--- config.mk ---
export PLATFORM = sky130hd
export DESIGN_NAME = fifo_wr_ctrl
export DESIGN_NICKNAME = d
export VERILOG_FILES = /design/src/rtl/fifo_pkg.sv /design/src/rtl/ptr_sync.sv /design/src/rtl/fifo_wr_ctrl.sv
export SDC_FILE = /design/constraint.sdc
export NUM_CORES = 1
export LEC_CHECK = 0
export BUFFER_PORTS_ARGS = -buffer_cell sky130_fd_sc_hd__buf_2
export CORE_MARGIN = 5
export CORE_UTILIZATION = 49
export DETAILED_ROUTE_END_ITERATION = 10
export PLACE_DENSITY = 0.82
export SLEW_MARGIN = 15
export SYNTH_ARGS = -nofsm -noshare
export SYNTH_HDL_FRONTEND = slang
export SYNTH_SLANG_ARGS = --single-unit
--- constraint.sdc ---
create_clock -name wclk -period 4.99 [get_ports wclk]
set_input_delay 0.7485 -clock wclk [delete_from_list [all_inputs] [get_ports wclk]]
set_output_delay 0.7485 -clock wclk [all_outputs]
set_load 0.01 [all_outputs]
--- src/rtl/fifo_pkg.sv ---
// Shared definitions for the asynchronous FIFO write/read controllers:
// default sizing constants and Gray/binary pointer conversion.
package fifo_pkg;

    localparam int DATA_W_DEFAULT = 32;
    localparam int ADDR_W_DEFAULT = 5;
    localparam int GRAY_MAX_W     = 32;

    // Both conversions are width-agnostic for zero-extended operands up to
    // GRAY_MAX_W bits; callers cast in and truncate the result to their width.
    function automatic logic [GRAY_MAX_W-1:0] bin2gray(input logic [GRAY_MAX_W-1:0] b);
        return b ^ (b >> 1);
    endfunction

    function automatic logic [GRAY_MAX_W-1:0] gray2bin(input logic [GRAY_MAX_W-1:0] g);
        logic [GRAY_MAX_W-1:0] b;
        b = g;
        for (int i = GRAY_MAX_W - 2; i >= 0; i--) begin
            b[i] = b[i+1] ^ g[i];
        end
        return b;
    endfunction

endpackage

--- src/rtl/ptr_sync.sv ---
// Multi-flop synchroniser for a Gray-coded pointer crossing into the local
// clock domain; synchronous reset clears every stage.
module ptr_sync #(
    parameter int WIDTH  = 6,
    parameter int STAGES = 2
) (
    input  logic             clk,
    input  logic             rst,
    input  logic [WIDTH-1:0] d,
    output logic [WIDTH-1:0] q
);

    logic [WIDTH-1:0] chain [STAGES];

    always_ff @(posedge clk) begin
        if (rst) begin
            for (int i = 0; i < STAGES; i++) begin
                chain[i] <= '0;
            end
        end else begin
            chain[0] <= d;
            for (int i = 1; i < STAGES; i++) begin
                chain[i] <= chain[i-1];
            end
        end
    end

    assign q = chain[STAGES-1];

endmodule

--- src/rtl/fifo_wr_ctrl.sv ---
// Write-domain controller of the asynchronous FIFO: owns the write pointer,
// drives the memory write port and derives full/almost-full/overflow/level.
module fifo_wr_ctrl
    import fifo_pkg::*;
#(
    parameter int DATA_W      = DATA_W_DEFAULT,
    parameter int ADDR_W      = ADDR_W_DEFAULT,
    parameter int SYNC_STAGES = 2,
    parameter int OVF_STICKY  = 1
) (
    input  logic              wclk,
    input  logic              sw_rst,
    input  logic [DATA_W-1:0] wdata,
    input  logic              write_enable,
    input  logic [ADDR_W-1:0] afull_value,
    input  logic              overflow_clr,
    input  logic [ADDR_W:0]   rd_ptr_gray,
    output logic              mem_we,
    output logic [ADDR_W-1:0] mem_waddr,
    output logic [DATA_W-1:0] mem_wdata,
    output logic [ADDR_W:0]   wr_ptr_gray,
    output logic              wfull,
    output logic              wr_almost_ful,
    output logic              overflow,
    output logic [ADDR_W:0]   fifo_write_count,
    output logic [ADDR_W:0]   wr_level
);

    localparam int PTR_W = ADDR_W + 1;

    logic [PTR_W-1:0] wr_bin;
    logic [PTR_W-1:0] wr_bin_next;
    logic [PTR_W-1:0] wr_gray_next;
    logic [PTR_W-1:0] rq_gray;
    logic [PTR_W-1:0] rq_bin;
    logic [PTR_W-1:0] full_gray;
    logic [PTR_W-1:0] level_next;
    logic             accept;
    logic             ovf_event;
    logic             wfull_next;
    logic             afull_next;

    ptr_sync #(
        .WIDTH  (PTR_W),
        .STAGES (SYNC_STAGES)
    ) u_rptr_sync (
        .clk (wclk),
        .rst (sw_rst),
        .d   (rd_ptr_gray),
        .q   (rq_gray)
    );

    assign accept    = write_enable & ~wfull & ~sw_rst;
    assign ovf_event = write_enable & wfull;

    assign mem_we    = accept;
    assign mem_waddr = wr_bin[ADDR_W-1:0];
    assign mem_wdata = wdata;

    assign wr_bin_next  = wr_bin + PTR_W'(accept);
    assign wr_gray_next = PTR_W'(bin2gray(GRAY_MAX_W'(wr_bin_next)));
    assign rq_bin       = PTR_W'(gray2bin(GRAY_MAX_W'(rq_gray)));

    // Full when the write pointer is exactly one lap ahead of the synchronised
    // read pointer: in Gray code that is the top two bits inverted.
    assign full_gray  = {~rq_gray[ADDR_W:ADDR_W-1], rq_gray[ADDR_W-2:0]};
    assign wfull_next = (wr_gray_next == full_gray);
    assign level_next = wr_bin_next - rq_bin;
    assign afull_next = (afull_value != '0) && (level_next >= {1'b0, afull_value});

    always_ff @(posedge wclk) begin
        if (sw_rst) begin
            wr_bin           <= '0;
            wr_ptr_gray      <= '0;
            wfull            <= 1'b0;
            wr_level         <= '0;
            wr_almost_ful    <= 1'b0;
            fifo_write_count <= '0;
            overflow         <= 1'b0;
        end else begin
            wr_bin        <= wr_bin_next;
            wr_ptr_gray   <= wr_gray_next;
            wfull         <= wfull_next;
            wr_level      <= level_next;
            wr_almost_ful <= afull_next;
            if (accept) begin
                fifo_write_count <= fifo_write_count + PTR_W'(1);
            end
            // A new event wins over a simultaneous clear in sticky mode.
            if (OVF_STICKY != 0) begin
                if (ovf_event) begin
                    overflow <= 1'b1;
                end else if (overflow_clr) begin
                    overflow <= 1'b0;
                end
            end else begin
                overflow <= ovf_event;
            end
        end
    end

endmodule

**Word-level counts from Yosys, hierarchy flattened**

Memories as Yosys holds them, arrays and structs flattened.
Cells that the tools add are included.

- Eq/ne operators: 1
- Div/mod/pow operators: 0
- Muxes and demuxes: 7
- Bitwise operators: 14
- Multiply operators: 0
- Add/subtract/negate cells: 3
- Reduce and logical (&&, ||, !) cells: 3
- Shifts and indexed selects: 0
- Order comparisons: 1

Operators with widths:

| kind | number |
|---|---|
| 6-bit 2-to-1 mux | 2 |
| 6-bit by 1-bit adder with 6-bit output | 1 |
| 6-bit by 1-bit adder with 6-bit output, second input constant | 1 |
| 6-bit == test | 1 |
| 6-bit by 5-bit greater-or-equal comparator with 1-bit output | 1 |
| 6-bit subtractor | 1 |
| 6-bit by 5-bit XOR with 6-bit output | 1 |
| 1-bit 2-to-1 mux | 5 |
| 5-bit nonzero test | 1 |
| 1-bit XOR | 5 |
| 1-bit bitwise AND | 3 |
| 1-bit inverter | 2 |
| 2-bit inverter | 1 |
| 1-bit OR | 2 |
| 2-bit nonzero test | 1 |
| 1-bit logical AND | 1 |

- Bits in read-only memories: 0
- Bits in latches: 0
- Bits of input ports: 47
- Output and inout port bits: 59
- Memory bits (writable): 12
- Memories: 1
- Flip-flop bits (word level): 27
- Logic and storage cells: 37

Memory list:

| memory | words | bits a word | rd ports | clocked after memory_dff | write ports | RTL line | source |
|---|---|---|---|---|---|---|---|
| u_rptr_sync.chain | 2 | 6 | 2 | 0 | 2 | ptr_sync.sv:13 | `logic [WIDTH-1:0] chain [STAGES];` |

**Depth between registers and ports, before layout**

- Depth in word-level cells: 8
- Gate-level depth with buffers: 14
- Depth with buffers taken out: 13

**Hierarchy**

Synthesis repeated with hierarchy kept, for this count alone.

- Cell total of the unflattened synthesis: 224
- Area total of the unflattened synthesis: 2199.6 um2

Modules (own cells, without submodules):

| module | area each (um2) | instances | cells an instance | sequential area each (um2) |
|---|---|---|---|---|
| fifo_wr_ctrl | 1788.0 | 1 | 193 | 520.5 |
| ptr_sync | 411.6 | 1 | 31 | 240.2 |

**Worst setup path after synthesis**

OpenSTA, ideal clock, no wires.

- Path type: in2reg
- From: input port write_enable
- To: register wr_almost_ful
- Stages: 13
- Required time: 4.870 ns
- Arrival time: 3.472 ns
- Library setup time: 0.120 ns
- Buffers on the path: 1
- Setup slack: 1.399 ns
- Path through: nor3b_2 ha_1 ha_1 buf_2 nand3_1 xnor2_1 inv_1 ha_1 xor2_1 ha_1 a21oi_1 o21ai_0 o31a_1

- Cells in the longest elaborated chain, start to end: 6

Ends and longest elaborated chain:

| item | RTL line | source |
|---|---|---|
| from (decl) | fifo_wr_ctrl.sv:14 | `input logic write_enable,` |
| 1-bit bitwise AND (2 in series) | fifo_wr_ctrl.sv:53 | `assign accept = write_enable & ~wfull & ~sw_rst;` |
| 6-bit by 1-bit adder with 6-bit output | fifo_wr_ctrl.sv:60 | `assign wr_bin_next = wr_bin + PTR_W'(accept);` |
| net wr_bin_next[4] | fifo_wr_ctrl.sv:32 | `logic [PTR_W-1:0] wr_bin_next;` |
| 6-bit subtractor | fifo_wr_ctrl.sv:68 | `assign level_next = wr_bin_next - rq_bin;` |
| net level_next[4] | fifo_wr_ctrl.sv:37 | `logic [PTR_W-1:0] level_next;` |
| 6-bit by 5-bit greater-or-equal comparator with 1-bit output | fifo_wr_ctrl.sv:69 | `assign afull_next = (afull_value != '0) && (level_next >= {1'b0, afull_value});` |
| 1-bit logical AND | fifo_wr_ctrl.sv:69 |  |
| to (signal assigned) | fifo_wr_ctrl.sv:85 | `wr_almost_ful <= afull_next;` |
| to (decl) | fifo_wr_ctrl.sv:23 | `output logic wr_almost_ful,` |

The timed path passes the listed nets, and every way through them passes these cells.
A chain may end at the register's enable or synchronous reset.

**Final worst setup path**

- From: input port sw_rst
- To: register wr_almost_ful

- Cells in the longest elaborated chain, start to end: 6

Ends and longest elaborated chain:

| item | RTL line | source |
|---|---|---|
| from (decl) | fifo_wr_ctrl.sv:12 | `input logic sw_rst,` |
| 1-bit inverter | fifo_wr_ctrl.sv:53 |  |
| 1-bit bitwise AND | fifo_wr_ctrl.sv:53 |  |
| 6-bit by 1-bit adder with 6-bit output | fifo_wr_ctrl.sv:60 |  |
| net wr_bin_next[4] | fifo_wr_ctrl.sv:32 |  |
| 6-bit subtractor | fifo_wr_ctrl.sv:68 |  |
| net level_next[4] | fifo_wr_ctrl.sv:37 |  |
| 6-bit by 5-bit greater-or-equal comparator with 1-bit output | fifo_wr_ctrl.sv:69 |  |
| 1-bit logical AND | fifo_wr_ctrl.sv:69 |  |

The timed path passes the listed nets, and every way through them passes these cells.

==> summary.md <==
| Metric | Value |
|---|---|
| Status | `complete, no violations` |
| Number of DRC markers in iteration 0 | `45` |
| Slew HR | `0.546` |
| Die height | `between 70 and 80 um` |
| Post-CTS Setup Bufs | `0` |
| Critical-path top delay cell | `nor3b_2` |
| Seq/Total Area, Yosys | `0.365` |
| VDD IR max | `roughly 0.16 mV` |
| Tmin final | `4.01 ns` |
| CTS clk-pin slew, worst paths | `roughly 0.07 ns` |
| First-pass DRT Iterations | `4` |
| IO Count | `approximately 110` |
| Final Hold Viols | `0` |
| Crit-path cells | `buf_2, nor3b_2, ha_1, ha_1, nand3_1, xnor2_1, inv_1, ha_1, xor2_1, ha_1, a21oi_1, o21ai_0, o31a_1` |
| Vias per inst | `between 4 and 5` |
| Clk Latency, worst-skew pair | `slightly below 0.3 ns` |
| Area taken by multi-input logic gates | `1010 um2` |
| TritonCTS clock tree | `yes` |
| Count of cell types in the netlist | `40` |
| Final WS setup | `between 0.9 and 1 ns` |
| Commonest non-fill, non-tap cell in the layout | `buf_2` |
| Global-route wire length before repair | `5420 um` |
| Final WL | `between 3000 and 4000 um` |
| Synthesized netlist cell count | `between 200 and 250` |
| PD cells | `approximately 310 nW/um2` |
| Worst min path class | `flip-flop to flip-flop` |
| Final Cell Area | `2160 um2` |
| Crit. End Element | `flip-flop` |
| Worst Path Max Fanout | `39` |
| WL per Instance | `between 10 and 15 um` |
| Critical Path Max Stage Delay | `0.52 ns` |
| H-tree depth | `2` |
| Total power | `0.676 mW` |
| Unrepaired setup endpoints after global routing | `no` |
| Clock Skew | `0.00622 ns` |
| Crit path required time | `between 5 and 6 ns` |
| Mapped Nets | `approximately 280` |
| Initial antenna violation count | `0` |
| Pleak | `1.03 nW` |
| Most frequent cells in the layout | `buf_2 (41), dfxtp_1 (38), nor2_1 (20)` |
| Hold_buf cts | `0` |
| Dpl hpwl | `approximately 2600 um` |
| Routability congestion estimate | `between 0.7 and 0.8` |
| FF+latch area | `roughly 760 um2` |
| Max Slew Vio Count | `0` |
| Setup_tns | `0 ns` |
| Dpl ws | `about 0.73 ns` |
| Gr usage total | `0.126` |
| Syn-to-layout area delta | `3.60%` |
| Max Cap Viol | `0` |
| Nets | `~290` |
| Vias post-DR | `1375` |
| CP startpoint kind | `primary input` |
| Number of global-route vias before repair | `1278` |
| Post-Syn Area | `2090 um2` |
| Pin count of the biggest net entering global routing | `40` |
| Worst slew pin tran | `between 0.6 and 0.7 ns` |
| FF+latch count, synth | `38` |
| Critical path type | `primary input to flip-flop` |
| PortBufs | `41` |
| CTS Sinks | `38` |
| Maximum clock frequency | `about 250 MHz` |
| Starting Density | `0.514` |
| Post-DRT Antenna Nets | `0` |
| Final core occ | `0.533` |
| Syn avg cell area | `approximately 9.6 um2` |
| Fin crit share | `0.804` |
| Ys Warns | `0` |
| Layout cells sized above 1 | `0.238` |
| Die area | `5660 um2` |
| DRC | `0` |
| Max Root-Sink Buffers | `2` |
| Clk Tree Root Cell | `clkbuf_8` |
| Core ar. | `4060 um2` |
| Post-DP Area | `2080 um2` |
| Cell repeated most along the worst path | `ha_1` |
| Global route overflow | `0` |
| WP data arrival | `approximately 4.2 ns` |
| Die width | `approximately 75 um` |
| Fillers | `approximately 360` |
| Diode count | `0` |
| # rows | `23` |
| # resized after CTS | `0` |
| Setup violators final | `0` |
| TritonCTS Buffers | `5` |
[metrics by stage]
step / cells / hold WS, ns
after floorplan: 218 / 0.414
after global placement: 270 / 0.417
after detailed placement: 270 / 0.420
after CTS: 277 / 0.437
after global routing: 277 / 0.447
final: 277 / 0.436
[cells in the mapped netlist (all sizes together)]
cell	instances	area, um2
dfxtp	38	761
buf	34	253
nor2	20	75.1
xnor2	19	193
nor2b	15	93.8
ha	13	163
inv	12	45.0
xor2	9	78.8
a21oi	8	40.0
nand2	6	22.5
nand2b	6	37.5
o21ai	6	30.0
clkbuf	5	18.8
and4	3	26.3
nand3	3	15.0
xnor3	2	46.3
a211oi	1	7.51
a21boi	1	7.51
a21o	1	7.51
a32oi	1	8.76
a41oi	1	8.76
and2	1	6.26
and2b	1	7.51
and3	1	6.26
fa	1	20.0
mux2i	1	10.0
nand4	1	6.26
nand4b	1	8.76
nor3	1	5.00
nor3b	1	12.5
o211ai	1	12.5
o21ba	1	10.0
o31a	1	8.76
or3	1	6.26
xor3	1	27.5
[report_power, final]
group          internal [mW]  leakage [nW]  total (mW)  switching [mW]
combinational         0.0726         0.674       0.150          0.0774
clock                 0.0936        0.0438       0.194           0.101
sequential             0.324         0.312       0.332         0.00804
[worst max-delay path, delay by kind of cell]
kind,cells,cell delay [ns]
compound gates,3,0.51
fa+ha+maj,4,1.32
simple gates,2,0.70
buf+inv,2,0.41
xor+xnor,2,0.50
[cell families after synthesis]
logic type	count (synthesis)	share of synthesized area
and+or+nand+nor	61	0.158
buffers and inverters	51	0.152
DFF	38	0.365
xor gates and xnor gates	31	0.166
AOI/OAI and AO/OA	22	0.0678
adders and majority gates	14	0.0876
muxes	1	0.00480
[per-layer routing]
metal  track usage  part of all wire
met1         0.144              0.44
met3        0.0441             0.077
met5             0                 0
met4        0.0835             0.033
met2         0.200              0.45
[registers in the layout, summed over array words and instances (netlist names)]
| name | flops |
|---|---|
| wfull | 1 |
| wr_level | 6 |
| wr_ptr_gray | 6 |
| u_rptr_sync.chain | 12 |
| fifo_write_count | 6 |
| wr_bin | 5 |
| wr_almost_ful | 1 |
| overflow | 1 |
[final timing paths]
path	slack, ns	endpoint	from	cells past startpoint
max	0.98	wr_almost_ful	sw_rst	13
min	0.44	u_rptr_sync.chain[0][8]	u_rptr_sync.chain[0][2]	1
max reg2reg	1.49	wr_almost_ful	wfull	12
min reg2reg	0.44	u_rptr_sync.chain[0][8]	u_rptr_sync.chain[0][2]	1
[layout make-up]
type                    count  area share
multi-input cells         129       0.467
flip-flops and latches     38       0.352
clock inverters             2     0.00463
clock buffers               5      0.0318
well taps                  50      0.0290
repair buffers             41      0.0950
inverters                  12      0.0208
Power figures use the tool's default switching activity.
